$ cat config.mk
export PLATFORM = sky130hd
export DESIGN_NAME = sprite_renderer
export DESIGN_NICKNAME = d
export VERILOG_FILES = /design/src/rtl/sprite_pkg.sv /design/src/rtl/sprite_anim_fsm.sv /design/src/rtl/sprite_renderer.sv
export SDC_FILE = /design/constraint.sdc
export NUM_CORES = 1
export LEC_CHECK = 0
export BUFFER_PORTS_ARGS = -buffer_cell sky130_fd_sc_hd__clkbuf_2
export CORE_AREA = 2 2 67 101
export DETAILED_ROUTE_END_ITERATION = 7
export DIE_AREA = 0 0 69 103
export HOLD_SLACK_MARGIN = 0.05
export PLACE_DENSITY = 0.75
export SLEW_MARGIN = 20
export SYNTH_ARGS = -nofsm -noshare
export SYNTH_HDL_FRONTEND = slang
export SYNTH_HIERARCHICAL = 1
export SYNTH_SLANG_ARGS = --single-unit
$ cat constraint.sdc
create_clock -name clk -period 2.6 [get_ports clk]
set_clock_uncertainty 0.15 [all_clocks]
set_input_delay 0.78 -clock clk [delete_from_list [all_inputs] [get_ports clk]]
set_output_delay 0.78 -clock clk [all_outputs]
set_load 0.005 [all_outputs]
$ cat src/rtl/sprite_pkg.sv
// Shared constants and types for the sprite renderer.
//   SPR_W / SPR_H  : sprite bitmap size in pixels (one 32-bit ROM word per row)
//   SPR_FRAMES     : number of frame ROMs behind rom_sel
//   anim_state_t   : animation FSM states
//   FR_*           : frame ROM indices used by each animation state
//   frame_of()     : maps an animation state to its frame ROM index
package sprite_pkg;

    localparam int SPR_W      = 32;
    localparam int SPR_H      = 16;
    localparam int SPR_FRAMES = 4;

    typedef enum logic [1:0] {
        STAND,
        WALK_A,
        WALK_B
    } anim_state_t;

    localparam logic [1:0] FR_STAND  = 2'd0;
    localparam logic [1:0] FR_WALK_A = 2'd2;
    localparam logic [1:0] FR_WALK_B = 2'd3;

    function automatic logic [1:0] frame_of(input anim_state_t s);
        logic [1:0] fr;
        case (s)
            WALK_A:  fr = FR_WALK_A;
            WALK_B:  fr = FR_WALK_B;
            default: fr = FR_STAND;
        endcase
        return fr;
    endfunction

endpackage

$ cat src/rtl/sprite_anim_fsm.sv
// Animation sequencer: picks which sprite frame ROM is shown.
// Advances only on frame_tick, so the frame never changes mid-picture.
//
//   state  | meaning
//   -------+-----------------------------------------------
//   STAND  | standing still, frame 0
//   WALK_A | walking, first stride frame (2)
//   WALK_B | walking, second stride frame (3)
//
// Ports:
//   clk, rst_n   pixel clock, async active-low reset
//   frame_tick   start-of-vblank pulse, the only time the FSM moves
//   moving_q     walking request, valid whenever frame_tick is high
//   rom_sel      frame ROM select (0, 2 or 3; 1 is never produced)
module sprite_anim_fsm
    import sprite_pkg::*;
#(
    parameter int ANIM_DIV = 8
) (
    input  logic       clk,
    input  logic       rst_n,
    input  logic       frame_tick,
    input  logic       moving_q,
    output logic [1:0] rom_sel
);

    localparam int DIV_W = (ANIM_DIV > 1) ? $clog2(ANIM_DIV) : 1;
    localparam logic [DIV_W-1:0] DIV_LAST = DIV_W'(ANIM_DIV - 1);

    anim_state_t      state, state_nxt;
    logic [DIV_W-1:0] div, div_nxt;

    always_ff @(posedge clk or negedge rst_n) begin
        if (!rst_n) begin
            state <= STAND;
            div   <= '0;
        end else begin
            state <= state_nxt;
            div   <= div_nxt;
        end
    end

    always_comb begin
        state_nxt = state;
        div_nxt   = div;
        rom_sel   = frame_of(state);
        if (frame_tick) begin
            case (state)
                STAND: begin
                    if (moving_q) begin
                        state_nxt = WALK_A;
                        div_nxt   = '0;
                    end
                end
                WALK_A, WALK_B: begin
                    if (!moving_q) begin
                        state_nxt = STAND;
                        div_nxt   = '0;
                    end else if (div == DIV_LAST) begin
                        state_nxt = (state == WALK_A) ? WALK_B : WALK_A;
                        div_nxt   = '0;
                    end else begin
                        div_nxt = div + 1'b1;
                    end
                end
                default: begin
                    state_nxt = STAND;
                    div_nxt   = '0;
                end
            endcase
        end
    end

endmodule

$ cat src/rtl/sprite_renderer.sv
// Sprite renderer: turns the VGA scan position into a per-pixel "sprite on"
// flag using the 32x16 1-bpp frame ROMs. Two-stage pipeline, so spr_on and
// spr_valid line up two clocks after pix_x/pix_y/video_on.
// Sprite position, walk request (and facing, when mirroring is built in)
// are latched only on frame_tick so the sprite never tears mid-frame.
//
// Build option: define SPRITE_MIRROR_EN to enable horizontal flip driven by
// facing_left; without it facing_left is ignored.
//
// Ports:
//   clk, rst_n            pixel clock, async active-low reset
//   frame_tick            start-of-vblank pulse
//   pix_x, pix_y          scan position
//   video_on              scan position is visible
//   spr_x, spr_y, moving  sprite position and walk request (sampled on tick)
//   facing_left           mirror request (SPRITE_MIRROR_EN only)
//   rom_sel, rom_addr     frame ROM select and row address
//   rom_data              row from the selected ROM, bit 31 = leftmost pixel
//   spr_on, spr_valid     sprite pixel lit / video_on, both 2 clocks late
module sprite_renderer
    import sprite_pkg::*;
#(
    parameter int COORD_W  = 10,
    parameter int ANIM_DIV = 8
) (
    input  logic               clk,
    input  logic               rst_n,
    input  logic               frame_tick,
    input  logic [COORD_W-1:0] pix_x,
    input  logic [COORD_W-1:0] pix_y,
    input  logic               video_on,
    input  logic [COORD_W-1:0] spr_x,
    input  logic [COORD_W-1:0] spr_y,
    input  logic               moving,
    input  logic               facing_left,
    output logic [1:0]         rom_sel,
    output logic [3:0]         rom_addr,
    input  logic [31:0]        rom_data,
    output logic               spr_on,
    output logic               spr_valid
);

    localparam int COL_W = $clog2(SPR_W);
    localparam int ROW_W = $clog2(SPR_H);

    logic [COORD_W-1:0] shadow_x, shadow_y;
    logic               moving_q;
    logic               moving_now;

    always_ff @(posedge clk or negedge rst_n) begin
        if (!rst_n) begin
            shadow_x <= '0;
            shadow_y <= '0;
            moving_q <= 1'b0;
        end else if (frame_tick) begin
            shadow_x <= spr_x;
            shadow_y <= spr_y;
            moving_q <= moving;
        end
    end

    // The FSM only looks at this during frame_tick; feeding it the value
    // being latched lets a walk request take effect on the same vblank.
    assign moving_now = frame_tick ? moving : moving_q;

    sprite_anim_fsm #(
        .ANIM_DIV (ANIM_DIV)
    ) u_anim (
        .clk        (clk),
        .rst_n      (rst_n),
        .frame_tick (frame_tick),
        .moving_q   (moving_now),
        .rom_sel    (rom_sel)
    );

    // Stage 1: one extra bit on the subtraction keeps "left of / above the
    // sprite" (and coordinate wrap) as a negative result instead of a hit.
    logic [COORD_W:0]   dx, dy;
    logic               hit;
    logic [COL_W-1:0]   col_q;
    logic               hit_q;
    logic               von_q;

    assign dx  = {1'b0, pix_x} - {1'b0, shadow_x};
    assign dy  = {1'b0, pix_y} - {1'b0, shadow_y};
    assign hit = video_on
               & (dx[COORD_W:COL_W] == '0)
               & (dy[COORD_W:ROW_W] == '0);

    always_ff @(posedge clk or negedge rst_n) begin
        if (!rst_n) begin
            rom_addr <= '0;
            col_q    <= '0;
            hit_q    <= 1'b0;
            von_q    <= 1'b0;
        end else begin
            rom_addr <= hit ? dy[ROW_W-1:0] : '0;
            col_q    <= dx[COL_W-1:0];
            hit_q    <= hit;
            von_q    <= video_on;
        end
    end

    // Stage 2: ~col_q is 31-col_q, i.e. column 0 reads the MSB.
    logic pix_bit;

`ifdef SPRITE_MIRROR_EN
    logic face_q;

    always_ff @(posedge clk or negedge rst_n) begin
        if (!rst_n) begin
            face_q <= 1'b0;
        end else if (frame_tick) begin
            face_q <= facing_left;
        end
    end

    assign pix_bit = face_q ? rom_data[col_q] : rom_data[~col_q];
`else
    logic unused_facing;

    assign unused_facing = facing_left;
    assign pix_bit       = rom_data[~col_q];
`endif

    always_ff @(posedge clk or negedge rst_n) begin
        if (!rst_n) begin
            spr_on    <= 1'b0;
            spr_valid <= 1'b0;
        end else begin
            spr_on    <= hit_q & pix_bit;
            spr_valid <= von_q;
        end
    end

endmodule

==> results of run 1 <==
-- power groups by stage --
| stage | Combinational [W] | Sequential, W | Clock [W] |
|---|---|---|---|
| 5_1_grt | 0.00102 | 0.000762 | 0.000549 |
| 3_3_place_gp | 0.000841 | 0.000757 | 0 |
| 3_5_place_dp | 0.000863 | 0.000761 | 0 |
| 4_1_cts | 0.000898 | 0.000749 | 0.000526 |
| 2_1_floorplan | 0.000591 | 0.000729 | 0 |
| 6_report | 0.000920 | 0.000748 | 0.000517 |
-- kinds of logic (layout without fill, tap and decap cells) --
family                   Yosys count  in the layout  share of synthesized area (%)
AO/OA/AOI/OAI                     74             74                          18.12
XOR/XNOR                           6              6                          1.838
adder cells (fa/ha/maj)           28             28                          12.78
buffers and inverters             43            166                          6.039
flip-flops                        39             39                          34.14
multiplexers                      19             19                          11.33
AND/OR/NAND/NOR                   86             86                          15.76
-- stage by stage --
stage	setup WS [ps]	utilization [%]
after floorplan	-132.4	-
after global placement	-388.1	57.88
after detailed placement	-502.6	57.88
after CTS	-93.46	60.77
after global routing	-156.4	61.83
final	-48.97	61.83
-- cells in the final DEF, fill, tap and decap left out, types with 2 or more instances in the layout --
cell / Yosys / final
a21o_1: 6 / 6
a21oi_1: 9 / 9
a31oi_1: 2 / 2
a32o_1: 2 / 2
buf_4: 0 / 40
clkbuf_2: 0 / 82
clkbuf_8: 0 / 5
dfrtp_1: 39 / 39
fa_2: 0 / 2
ha_1: 26 / 24
ha_4: 0 / 2
inv_1: 34 / 32
mux2_2: 3 / 3
mux2i_1: 5 / 5
mux4_2: 10 / 10
nand2_1: 37 / 37
nand2b_1: 3 / 2
nor2_1: 14 / 11
nor2_2: 2 / 5
nor2b_1: 5 / 4
nor3_1: 2 / 2
nor4_2: 1 / 5
nor4b_1: 3 / 3
o211ai_1: 2 / 2
o21a_1: 7 / 7
o21ai_0: 24 / 23
o21ai_1: 2 / 3
o21bai_1: 2 / 2
o31ai_1: 3 / 2
or3b_1: 2 / 2
xnor2_1: 5 / 5
-- area by class of cell --
type	instances	area, um^2
Fill cell	538	2407
Multi-Input combinational cell	213	1841
Sequential cell	39	975.9
Timing Repair Buffer	124	737.0
Inverter	34	137.6
Tap cell	76	95.09
Clock buffer	5	68.82
Clock inverter	3	43.79
-- sequential cells by signal, summed over array words and instances (netlist names) --
| register | flops |
|---|---|
| von_q | 1 |
| hit_q | 1 |
| shadow_x | 10 |
| spr_valid | 1 |
| col_q | 5 |
| rom_addr | 4 |
| shadow_y | 10 |
| u_anim/state | 2 |
| moving_q | 1 |
| u_anim/div | 3 |
| spr_on | 1 |
-- per-layer routing --
metal	global-route usage [%]	up-vias	wire (um)	share of wire [%]
met5	0	-	0	0
met4	7.843	0	146	2.1
met1	19.75	1259	2509	36
met3	3.226	15	353	5.1
li1	-	1297	-	-
met2	40.90	83	3978	57
-- final timing paths --
path                                               end  slack (ps)  depth (start not counted)
min in group asynchronous  u_anim/state[1]$_DFFE_PN0P_         310                          1
hold / removal                     spr_valid$_DFF_PN0_         210                          0
setup / recovery                 rom_addr[1]$_DFF_PN0_         -50                         10
setup reg to reg                 rom_addr[1]$_DFF_PN0_          90                          8
max in group asynchronous      shadow_y[8]$_DFFE_PN0P_        1410                          2
hold reg to reg                    spr_valid$_DFF_PN0_         210                          0
-- critical path, cell delays in order --
cell and delay [ps]:
buf_6 70, inv_4 30, ha_4 150, fa_2 370, nor2b_4 160, o2111ai_4 150
a311oi_2 290, o41a_1 320, o21bai_1 110, nor4_2 260
-- what timing repair did --
action	CTS	global route
pin swaps	13	10
hold endpoints to repair	0	0
setup buffers	1	1
resized for setup	11	12
endpoints found under the setup margin	5	5
==> impl_metrics.toml, run 1 <==
[outcome]
outcome = "finished, violations left"
violations = "negative setup slack"

[detailed_routing]
vias = 2654
wirelength_mm = 6.988
drc = 0
drtPass1Iterations = 4
viasPerCell = 5.372
drt_iter0_drc = 128
avgRoutedWirePerCell_um = 14.15
ant_nets = 0

[pwr]
powerDensity_mw_per_mm2 = 560.5
report.power.total_w = 0.002185
seqPwrFrac_pct = 34.2
p_switching_w = 0.0007342
clock_power_share_pct = 23.7
switching_share_pct = 33.60
p_leak_nw = 1.977
pwr-share-comb_pct = 42.1
power.internal_w = 0.001451
ir_worst_vdd_v = 0.0003384

[floorplanning]
core_mm2 = 0.006306
dieWidth_um = 69
ioPinCount = 86
die_h_um = 103
die_area_mm2 = 0.007107
start_util_pct = 45.34
rows = 36

[sta]
max_slew_margin_pct = 61.56
setup_violations = 4
setup_ws_ps = -48.97
rsz0062_at_grt = "true"
worst_pin_slew_ps = 576.6
whs_ps = 205.2
period_minus_slack_ps = 2649
fmax_ghz = 0.3775
period_share_pct = 101.9
timing.final.hold_violations = 0
fin_tns_setup_ps = -85.38
slew_viol_final = 0

[clock_network]
cts_tree = "done"
ctsHtreeMaxLevel = 2
cts-root-buf = "clkbuf_8"
clock_sinks = 39
hold_buffers = 0
cts_buffer_depth = 2
worstSkewPairLatency_ps = 300
clk_pin_slew_ps = 80
cts_buffers = 5

[final_layout]
fin_area_mm2 = 0.003899
fin_cells = 494
nNetsFinal = 523
area_delta_synth_final_pct = 36.37
drive_above_1_share_pct = 42.11
antenna_cells = 0

[global_route]
grt_use_total_pct = 19.95
grt_max_degree = 44
antenna_found_initial = 0
globalRoute.totalOverflow = 0
grt_first_pass_wirelength_mm = 11.58
grt_pass1_vias = 2739

[worst_setup_path]
path_class = "input pin to register"
critPathRequiredTime_ps = 2660
cp_max_fo = 5
worstPathArrival_ps = 2700
critPathLaunch = "pix_x[0]"
rr_startpoint = "shadow_x[0]$_DFFE_PN0P_"
endpoint_kind = "register"
cp-start-kind = "input pin"

[yosys]
async_flop_share_pct = 100.0
synth_seq_cells = 39
ys_top_cells_by_count = "dfrtp_1 (39), nand2_1 (37), inv_1 (34), ha_1 (26), o21ai_0 (24)"
ys.warnings.count = 6
yosysUniqueCellTypes = 58
netlist_area_mm2 = 0.002859
syn_area_per_cell_um2 = 9.691
synth_top_cell_area_share_pct = 34.14
synth_flop_cell = "dfrtp_1"
synth_edf_count = 0
synthCells = 295
synth.net_count = 401
synth_top_area_cell = "dfrtp_1"
ys_top_cells_by_area = "dfrtp_1 (34%), ha_1 (11%), mux4_2 (7.9%)"
synth_most_common_cell = "dfrtp_1"
ys_seq_area_share_pct = 34.14

[placed_design]
numPortBuffers = 84
placed_cell_area_mm2 = 0.003650
placed_cells = 484
dp_hpwl_mm = 5.559
gp_congestion = 0.8636

[hold_path]
hp-class = "register to register"
hp-start = "von_q$_DFF_PN0_"

[flow_run]
drv_cap = 0
Power figures use the tool's default switching activity.
==> inputs of run 2 (changes only) <==
--- a/config.mk
+++ b/config.mk
@@ -6,9 +6,9 @@
 export NUM_CORES = 1
 export LEC_CHECK = 0
 export BUFFER_PORTS_ARGS = -buffer_cell sky130_fd_sc_hd__clkbuf_2
-export CORE_AREA = 2 2 67 101
+export CORE_AREA = 2 2 91 75
 export DETAILED_ROUTE_END_ITERATION = 7
-export DIE_AREA = 0 0 69 103
+export DIE_AREA = 0 0 93 77
 export HOLD_SLACK_MARGIN = 0.05
 export PLACE_DENSITY = 0.75
 export SLEW_MARGIN = 20
==> impl_metrics.toml, run 2 (synthesis results as in run 1) <==
[sta]
timing.final.hold_violations = 0
period_minus_slack_ps = 2602
worst_pin_slew_ps = 440.3
setup_ws_ps = -1.798
period_share_pct = 100.1
max_slew_margin_pct = 70.06
whs_ps = 203.5
slew_viol_final = 0
fin_tns_setup_ps = -1.798
rsz0062_at_grt = "true"
setup_violations = 1
fmax_ghz = 0.3844

[hold_path]
hp-class = "register to register"

[worst_setup_path]
cp_max_fo = 5
cpPeakStageDelay_ps = 350
endpoint_kind = "register"
critical_path.cell_chain = "buf_8 > inv_8 > ha_4 > fa_2 > nand2b_4 > a211oi_4 > nor2_2 > a221oi_2 > nand4b_4 > nor4_1"
critPathRequiredTime_ps = 2650
path_class = "input pin to register"
worstPathArrival_ps = 2650
cp_top_family = "simple AND/OR/NAND/NOR gates"
cp-start-kind = "input pin"
cp_num_buf_inv = 2
cp_slowest_cell = "a221oi_2"

[floorplanning]
start_util_pct = 45.77
core_mm2 = 0.006246
dieWidth_um = 93
die_area_mm2 = 0.007161
rows = 26
ioPinCount = 86
die_h_um = 77

[pwr]
switching_share_pct = 35.26
p_switching_w = 0.0007304
p_leak_nw = 1.921
power.internal_w = 0.001341
pwr-share-comb_pct = 43.5
ir_worst_vdd_v = 0.0003138
report.power.total_w = 0.002072
powerDensity_mw_per_mm2 = 541.1
seqPwrFrac_pct = 36.2
clock_power_share_pct = 20.4

[final_layout]
area_delta_synth_final_pct = 33.92
fin_area_mm2 = 0.003829
reg_top3 = "shadow_x x10, shadow_y x10, col_q x5"
antenna_cells = 0
nNetsFinal = 517
layout_commonest_cell = "clkbuf_2"
final_cell_mix = "clkbuf_2 (82), dfrtp_1 (39), nand2_1 (37)"
drive_above_1_share_pct = 41.50

[detailed_routing]
viasPerCell = 5.272
drtPass1Iterations = 4
avgRoutedWirePerCell_um = 13.65
ant_nets = 0
drc = 0
wirelength_mm = 6.768
vias = 2615
drt_iter0_drc = 129

[global_route]
grt_pass1_vias = 2604
grt_use_total_pct = 19.36
antenna_found_initial = 0
globalRoute.totalOverflow = 0
grt_max_degree = 44
grt_first_pass_wirelength_mm = 11.27

[outcome]
violations = "negative setup slack"
outcome = "finished, violations left"

[placed_design]
dp_hpwl_mm = 5.404
numPortBuffers = 84
gp_congestion = 0.8588
place_ws_ps = -452.2
placed_cell_area_mm2 = 0.003600

[clock_network]
ctsHtreeMaxLevel = 2
cts_buffers = 5
cts_buffer_depth = 2
clk_pin_slew_ps = 80
cts_tree = "done"
cts-root-buf = "clkbuf_8"
worstSkewPairLatency_ps = 300
clock_sinks = 39

[flow_run]
drv_cap = 0
==> run 2: cell type report <==
cell class / count / area, um^2
Tap cell: 84 / 105.1
Clock buffer: 5 / 68.82
Inverter: 34 / 135.1
Multi-Input combinational cell: 213 / 1832
Sequential cell: 39 / 975.9
Fill cell: 562 / 2417
Timing Repair Buffer: 118 / 691.9
Clock inverter: 3 / 20.02
==> run 2: final timing paths <==
path,start,endpoint,slack (ps),cells after the start
setup / recovery,pix_y[0],rom_addr[1]$_DFF_PN0_,-2,10
setup reg to reg,shadow_y[0]$_DFFE_PN0P_,rom_addr[1]$_DFF_PN0_,150,8
hold / removal,von_q$_DFF_PN0_,spr_valid$_DFF_PN0_,200,0
hold reg to reg,von_q$_DFF_PN0_,spr_valid$_DFF_PN0_,200,0
min in group asynchronous,rst_n,u_anim/state[1]$_DFFE_PN0P_,220,1
max in group asynchronous,rst_n,rom_addr[2]$_DFF_PN0_,1570,2
==> run 2: what timing repair did <==
| action | in CTS | in global routing |
|---|---|---|
| gates resized for setup | 7 | 16 |
| setup endpoints to repair | 5 | 5 |
| setup buffers | 1 | 3 |
| pin swaps | 15 | 7 |
| gates cloned | 0 | 0 |
| hold buffers | 0 | 0 |
==> run 2: routing by layer <==
metal	wire [um]	global-route usage, %
met4	91	4.853
met1	2935	24.29
met2	3349	33.91
met5	0	0
met3	391	4.126
==> run 2: through the flow <==
step	cells	utilization, %
after floorplan	295	-
after global placement	484	57.63
after detailed placement	484	57.63
after CTS	493	59.80
after global routing	496	61.30
final	496	61.30
==> run 2: power by group through the flow <==
stage / registers (W) / logic (W) / clock network, W
5_1_grt: 0.000761 / 0.000993 / 0.000471
3_3_place_gp: 0.000755 / 0.000810 / 0
3_5_place_dp: 0.000762 / 0.000839 / 0
4_1_cts: 0.000749 / 0.000861 / 0.000438
2_1_floorplan: 0.000729 / 0.000591 / 0
6_report: 0.000749 / 0.000900 / 0.000422
==> run 2: worst register-to-register path, stage by stage (launching register included) <==
cell and delay [ps]:
dfrtp_1 420, ha_4 180, fa_2 340, nand2b_4 160, a211oi_4 290, nor2_2 80
a221oi_2 350, nand4b_4 200, nor4_1 200
==> inputs of run 3 (changes only) <==
==> constraint.sdc (replaced) <==
create_clock -name clk -period 2.6 [get_ports clk]
set_clock_uncertainty 0.15 [all_clocks]
set_input_delay 0.13 -clock clk [delete_from_list [all_inputs] [get_ports clk]]
set_output_delay 0.13 -clock clk [all_outputs]
set_load 0.005 [all_outputs]
==> impl_metrics.toml, run 3 (synthesis results as in run 1) <==
[clock_network]
ctsHtreeMaxLevel = 2
cts_buffer_depth = 2
cts_buffers = 5
clock_sinks = 39
clk_pin_slew_ps = 80
worstSkewPairLatency_ps = 300
cts-root-buf = "clkbuf_8"
cts_tree = "done"

[final_layout]
fillers = 540
reg_top3 = "shadow_x x10, shadow_y x10, col_q x5"
area_delta_synth_final_pct = 36.59
antenna_cells = 0
final_cell_mix = "clkbuf_2 (83), dfrtp_1 (39), nand2_1 (37)"
multi_input_area_mm2 = 0.001841
regArea_um2 = 975.9
drive_above_1_share_pct = 34.15
layout_commonest_cell = "clkbuf_2"
fin_area_mm2 = 0.003905
nNetsFinal = 515

[worst_setup_path]
r2r_cells = 9
path_class = "register to register"
regToRegEndpoint = "rom_addr[0]$_DFF_PN0_"
critPathRequiredTime_ps = 2650
critPathLaunch = "shadow_x[0]$_DFFE_PN0P_"
cp-start-kind = "register"
cpPeakStageDelay_ps = 420
cp_top_family = "compound AO/OA/AOI/OAI gates"
crit_cells = 9
rr_startpoint = "shadow_x[0]$_DFFE_PN0P_"
crit_path_end = "rom_addr[0]$_DFF_PN0_"
regToRegSetupSlack_ps = 20
cp_max_fo = 3
critical_path.cell_chain = "ha_4 > fa_2 > nor2b_4 > o2111ai_2 > a311oi_2 > o41a_1 > buf_4 > o21bai_1 > nor4_1"
worstPathArrival_ps = 2630
cp_num_buf_inv = 1
endpoint_kind = "register"
cp_slowest_cell = "dfrtp_1"

[sta]
setup_ws_ps = 24.98
period_minus_slack_ps = 2575
timing.final.hold_violations = 0
slew_viol_final = 0
setup_violations = 0
worst_pin_slew_ps = 905.4
max_slew_margin_pct = 39.64
fmax_ghz = 0.3883
rsz0062_at_grt = "true"
period_share_pct = 99.04

[global_route]
grt_pass1_vias = 2592
grt_use_total_pct = 19.32
globalRoute.totalOverflow = 0
grt_first_pass_wirelength_mm = 11.18
antenna_found_initial = 0
grt_max_degree = 44

[detailed_routing]
viasPerCell = 5.194
ant_nets = 0
wirelength_mm = 6.963
drt_iter0_drc = 96
drtPass1Iterations = 4
vias = 2566
drc = 0
avgRoutedWirePerCell_um = 14.10

[pwr]
clock_power_share_pct = 27.0
p_leak_nw = 1.920
pwr-share-comb_pct = 39.3
switching_share_pct = 32.11
ir_worst_vdd_v = 0.0004340
seqPwrFrac_pct = 33.7
powerDensity_mw_per_mm2 = 570.3
p_switching_w = 0.0007152
power.internal_w = 0.001512
report.power.total_w = 0.002227

[floorplanning]
dieWidth_um = 93
ioPinCount = 86
die_area_mm2 = 0.007161
rows = 26
start_util_pct = 45.77
core_mm2 = 0.006246
die_h_um = 77

[placed_design]
gp_congestion = 0.8672
placed_cell_area_mm2 = 0.003362
place_ws_ps = -75.15
dp_hpwl_mm = 5.019
numPortBuffers = 84

[hold_path]
hp-class = "input pin to register"
hp-start = "pix_x[1]"

[flow_run]
drv_cap = 0

[outcome]
outcome = "finished clean"
-- run 3: changes by cell type in the layout (fill, tap and decap cells not counted), moves of 2 or more --
cell           before  now
inv_1              32   34
clkinvlp_4          2    0
dlygate4sd3_1       0   25
nor4_2              4    2
bufinv_16           0    2
buf_4              34    7
-- run 3: routing by layer --
| metal | track usage [%] | up-vias | share of wire [%] | wire [um] |
|---|---|---|---|---|
| met2 | 33.48 | 81 | 49 | 3396 |
| met4 | 5.588 | 0 | 0.80 | 56 |
| met3 | 4.224 | 6 | 6.1 | 425 |
| met5 | 0 | - | 0 | 0 |
| met1 | 24.17 | 1198 | 44 | 3085 |
| li1 | - | 1281 | - | - |
-- run 3: worst min-delay path by stage --
stage | endpoint | slack (ps) | depth (start not counted)
5_1_grt | col_q[1]$_DFF_PN0_ | 100 | 4
3_5_place_dp | von_q$_DFF_PN0_ | 130 | 1
3_3_place_gp | von_q$_DFF_PN0_ | 140 | 1
2_1_floorplan | col_q[0]$_DFF_PN0_ | -320 | 0
4_1_cts | col_q[1]$_DFF_PN0_ | 70 | 4
6_report | col_q[1]$_DFF_PN0_ | 90 | 4
-- run 3: final cells by class --
cell class              instances  area share, %
flip-flops and latches         39          24.99
well taps                      84          2.691
clock inverters                 2          1.538
multi-input cells             213          47.13
inverters                      34          3.268
repair buffers                116          18.52
clock buffers                   6          1.858
-- run 3: what timing repair did --
action	in CTS	in global routing
hold buffers	25	0
resized for setup	3	20
pin swaps	9	12
setup endpoints to repair	5	5
endpoints found under the hold margin	62	0
setup buffers	2	2
-- run 3: power groups by stage --
stage	logic [W]	clock network, W	registers (W)
finish	0.000874	0.000602	0.000750
global route	0.000966	0.000647	0.000763
CTS	0.000810	0.000616	0.000749
detailed placement	0.000758	0	0.000761
global placement	0.000734	0	0.000753
floorplan	0.000583	0	0.000728
-- run 3: through the flow --
step,setup TNS [ps],hold slack [ps],std cells,util [%]
after floorplan,0,-315.6,295,-
after global placement,0,141.6,457,53.83
after detailed placement,-75.15,131.5,457,53.83
after CTS,0,66.20,492,60.46
after global routing,-234.1,102.8,494,62.52
final,0,85.44,494,62.52
-- run 3: worst reg2reg max path, delay by kind of cell (launching register included) --
| family | cells | cell delay (ps) |
|---|---|---|
| flops | 1 | 420 |
| compound gates | 4 | 760 |
| buf+inv | 1 | 150 |
| simple gates | 2 | 400 |
| fa+ha+maj | 2 | 610 |
